==> src/rtl/irq_priority_latch.sv <==
// irq_priority_latch
//   Captures request events into a pending register. Selects the highest-index
//   eligible (pending & mask) source and offers it as a registered index on a
//   valid/ready handshake. The pending bit of a source is cleared on the edge
//   where that source is captured into irq_idx.
//
// Ports
//   clk        rising-edge clock
//   rst_n      asynchronous active-low reset
//   req_in     request lines (N_SRC), synchronous to clk
//   mask       per-source eligibility (1 = may be selected)
//   irq_ready  consumer accepts irq_idx this cycle
//   ovf_clr    clears the sticky overflow register
//   irq_valid  irq_idx holds a granted source
//   irq_idx    index of the granted source
//   pending    latched requests not yet granted
//   overflow   sticky: event arrived while the same source was still pending
module irq_priority_latch #(
  parameter int N_SRC = 8,
  parameter int IDX_W = 3,
  parameter int EDGE  = 1
) (
  input  logic             clk,
  input  logic             rst_n,
  input  logic [N_SRC-1:0] req_in,
  input  logic [N_SRC-1:0] mask,
  input  logic             irq_ready,
  input  logic             ovf_clr,
  output logic             irq_valid,
  output logic [IDX_W-1:0] irq_idx,
  output logic [N_SRC-1:0] pending,
  output logic [N_SRC-1:0] overflow
);

  localparam logic [0:0] IDLE  = 1'b0;
  localparam logic [0:0] OFFER = 1'b1;

  logic [0:0]       state_q,    state_d;
  logic [N_SRC-1:0] pending_q,  pending_d;
  logic [N_SRC-1:0] req_d_q,    req_d_d;
  logic [N_SRC-1:0] overflow_q, overflow_d;
  logic [IDX_W-1:0] irq_idx_q,  irq_idx_d;

  logic [N_SRC-1:0] ev;
  logic [N_SRC-1:0] eligible;
  logic [N_SRC-1:0] cap_mask;
  logic [IDX_W-1:0] sel;
  logic             capture;

  // Event detection and priority selection
  always_comb begin
    if (EDGE != 0) begin
      ev = req_in & ~req_d_q;
    end else begin
      ev = req_in;
    end
    eligible = pending_q & mask;
    sel      = '0;
    // Ascending scan: the last hit is the highest set index.
    for (int i = 0; i < N_SRC; i++) begin
      if (eligible[i]) begin
        sel = IDX_W'(i);
      end
    end
  end

  // Grant control and next-state computation
  always_comb begin
    state_d   = state_q;
    irq_idx_d = irq_idx_q;
    capture   = 1'b0;
    case (state_q)
      IDLE: begin
        if (|eligible) begin
          capture = 1'b1;
          state_d = OFFER;
        end
      end
      default: begin
        // Held stable until accepted; no re-arbitration while stalled.
        if (irq_ready) begin
          if (|eligible) begin
            capture = 1'b1;
          end else begin
            state_d = IDLE;
          end
        end
      end
    endcase
    if (capture) begin
      irq_idx_d = sel;
    end

    cap_mask = capture ? (N_SRC'(1) << sel) : '0;

    // A new event on the captured bit re-arms it (set wins over capture-clear).
    pending_d = (pending_q & ~cap_mask) | ev;

    req_d_d = req_in;

    // A set on the same edge as ovf_clr wins.
    if (EDGE != 0) begin
      overflow_d = (ovf_clr ? '0 : overflow_q) | (ev & pending_q & ~cap_mask);
    end else begin
      overflow_d = '0;
    end
  end

  always_ff @(posedge clk or negedge rst_n) begin
    if (!rst_n) begin
      state_q    <= IDLE;
      pending_q  <= '0;
      req_d_q    <= '0;
      overflow_q <= '0;
      irq_idx_q  <= '0;
    end else begin
      state_q    <= state_d;
      pending_q  <= pending_d;
      req_d_q    <= req_d_d;
      overflow_q <= overflow_d;
      irq_idx_q  <= irq_idx_d;
    end
  end

  assign irq_valid = (state_q == OFFER);
  assign irq_idx   = irq_idx_q;
  assign pending   = pending_q;
  assign overflow  = overflow_q;

endmodule

==> config.mk <==
export PLATFORM = sky130hd
export DESIGN_NAME = irq_priority_latch
export DESIGN_NICKNAME = d
export VERILOG_FILES = /design/src/rtl/irq_priority_latch.sv
export SDC_FILE = /design/constraint.sdc
export NUM_CORES = 1
export LEC_CHECK = 0
export ABC_AREA = 1
export CAP_MARGIN = 30
export CORE_AREA = 3 3 50 63
export CTS_CLUSTER_DIAMETER = 120
export CTS_CLUSTER_SIZE = 12
export DETAILED_ROUTE_END_ITERATION = 10
export DIE_AREA = 0 0 53 66
export PLACE_DENSITY = 0.83
export REMOVE_ABC_BUFFERS = 1
export SYNTH_ARGS = -nofsm -noshare
export SYNTH_HDL_FRONTEND = slang
export SYNTH_SLANG_ARGS = --single-unit
==> constraint.sdc <==
create_clock -name clk -period 3.29 [get_ports clk]
set_input_delay 0.4935 -clock clk [delete_from_list [all_inputs] [get_ports clk]]
set_output_delay 0.4935 -clock clk [all_outputs]
set_load 0.01 [all_outputs]
==> results.toml <==
[timing]
relSlewSlack_pct = 77.1
worst_pin_slew_ns = 0.343
hold_violations = 0
period_share_pct = 54.6
finalSetupTns_ns = 0
finClkSkew_ns = 0.0101
setup_viol = 0
rsz0062_at_grt = "false"
fin_ws_ns = 1.49
timing.hold.ws_ns = 0.503
slew_violations = 0
min_period_ns = 1.80
clock.fmax_ghz = 0.557

[place]
port_buffers = 39
dp_hpwl_um = 2060
dp_slack_ns = 1.38
postPlaceCellArea_um2 = 1660
globalplace.congestion = 0.804

[cts]
tritoncts.num_buffers = 3
h-tree-depth = 1
cts.clk_slew.worst_paths_ns = 0.14
clkLatencyLatePin_ns = 0.32
cts_resized = 0
cts_tree = "built"
cts_sinks = 28
post_cts_buffers = 0
ctsHoldBuffers = 0
clockRootBuffer = "clkbuf_4"
cts_buffer_depth = 2

[synth]
synth_top_area_share_pct = 57.6
synth_top_family_by_area = "simple AND/OR/NAND/NOR gates"
yosysTopAreaCell = "dfrtp_1"
synth_area_leaders = "dfrtp_1, nand2_1, inv_1"
yosys.area_share.simple_pct = 32.3
synth_xor_xnor_area_share_pct = 0
synthMuxAreaShare_pct = 0
syn-instance-count = 146
synth.distinct_cells = 15
synth_compound_area_share_pct = 2.98
synthAdderAreaFrac_pct = 0
syn_area_per_cell_um2 = 8.33
synth-seq-cells = 28
syn_area_um2 = 1220
ys_warn_count = 0
ys_seq_area_share_pct = 57.6

[floorplan]
pin_count = 40
die_area_um2 = 3500
initial_core_util_pct = 45.8
num_rows = 21
die_height_um = 66
core_um2 = 2650
die_w_um = 53

[drt]
via_per_inst = 4.59
drc_errors = 0
routed_wl_um = 2540
ant_nets = 0
drt_iter0_markers = 18
drt-met1-wl_um = 1010
vias = 1024
wl_met3_um = 108
wire_per_inst_um = 11.4
wl_met2_um = 1390
top_layer_used = "met4"
first_pass_iters = 3

[setup_path]
worstPathCellList = "clkdlybuf4s50_1"
crit_required_ns = 2.80
r2r_start = "pending[7]$_DFF_PN0_"
critPathLaunchType = "flop"
path_max_fanout = 3
cp_data_arrival_time_ns = 1.30
worstRegToRegCells = 8
worst_path_max_delay_cell = "clkdlybuf4s50_1"
crit_path_max_incr_delay_ns = 0.56
end_kind = "output port"
crit_buf_inv = 1
reg2reg_setup_slack_ns = 1.95
cpLargestDelayFamily = "buffers and inverters"
crit_type = "flop to output port"
timing.rr.end = "overflow[2]$_DFF_PN0_"

[min_path]
min_path_cells = 2
hold_path.class = "flop to flop"
hp-start = "overflow[5]$_DFF_PN0_"
hold_path_end = "overflow[5]$_DFF_PN0_"

[pwr]
p_leak_nw = 0.902
vdd_drop_max_v = 0.000386
pwr_density_cell_nw_per_um2 = 475

[status]
status = "finished clean"

[cells_and_area]
seqCellArea_um2 = 701
synthToLayoutAreaGrowth_pct = 38.1
fin_util_pct = 63.3
fin_area_um2 = 1680
fillCellCount = 221
drive_above_1_share_pct = 8.99
final_nets = 211
layout_commonest_cell = "nand2_1"
multi_input_area_um2 = 429
layout_common_cells = "nand2_1, clkdlybuf4s50_1, dfrtp_1"
antenna_cells = 0

[grt]
grt_start_max_net_pins = 29
grt_pass1_vias = 1012
track_usage_pct = 17.0
grt_pass1_wl_um = 4350
grt.overflow.total = 0
grt_antenna_before_repair = 0

[flow_run]
drv_cap = 0
## flip-flops by register name, indices dropped and copies added, names as in the netlist
register / cells
req_d_q: 8
pending: 8
overflow: 8
irq_idx: 3
irq_valid: 1
## worst register-to-register path, delay by kind of cell (launching register included)
kind          cells  cell delay [ns]
buf+inv           1             0.09
simple gates      7             0.72
flops             1             0.45
## per-stage QoR
step           cells  power (W)
2_1_floorplan    146   0.000540
3_3_place_gp     220   0.000664
3_5_place_dp     220   0.000675
4_1_cts          223   0.000809
5_1_grt          223   0.000862
6_report         223   0.000798
## Yosys cell counts
cell       n
inv_2      3
nor2_4     1
o21ai_1    2
nand2_1   60
a21oi_1    1
nor2_1    11
o21ai_0    2
nand3_2    1
nand4_1    5
nand2_4    2
nand2_2    5
inv_1     20
o21bai_2   1
dfrtp_1   28
nand3_1    4
## worst max-delay path by stage
stage / from / end / slack [ns] / depth (start not counted)
5_1_grt: pending[6]$_DFF_PN0_ / pending[6] / 1.41 / 1
3_5_place_dp: mask[7] / overflow[2]$_DFF_PN0_ / 1.38 / 9
3_3_place_gp: mask[7] / overflow[2]$_DFF_PN0_ / 1.45 / 9
2_1_floorplan: mask[7] / pending[2]$_DFF_PN0_ / 2.03 / 8
6_report: pending[7]$_DFF_PN0_ / pending[7] / 1.49 / 1
4_1_cts: pending[7]$_DFF_PN0_ / pending[7] / 1.46 / 1
## layout make-up
class | instances | area share (%)
Sequential cell | 28 | 41.7
Inverter | 23 | 5.14
Clock buffer | 3 | 1.34
Timing Repair Buffer | 40 | 23.7
Multi-Input combinational cell | 95 | 25.6
Tap cell | 34 | 2.53
## metal layers
metal,track usage [%],up-vias
met4,7.67,0
li1,-,529
met3,2.48,2
met2,29.7,21
met5,0,-
met1,20.3,472
## logic make-up after synthesis
logic type,after synthesis
flip-flops,28
AND/OR/NAND/NOR,89
AO/OA/AOI/OAI,6
buffers and inverters,23
## power by group
part,internal [W],total (W),switching [W],leakage (nW)
clock network,0.0000429,0.000134,0.0000908,0.0138
registers,0.000387,0.000418,0.0000316,0.314
logic,0.000124,0.000246,0.000122,0.574
total,0.000554,0.000798,0.000245,0.902
Power figures use the tool's default switching activity.
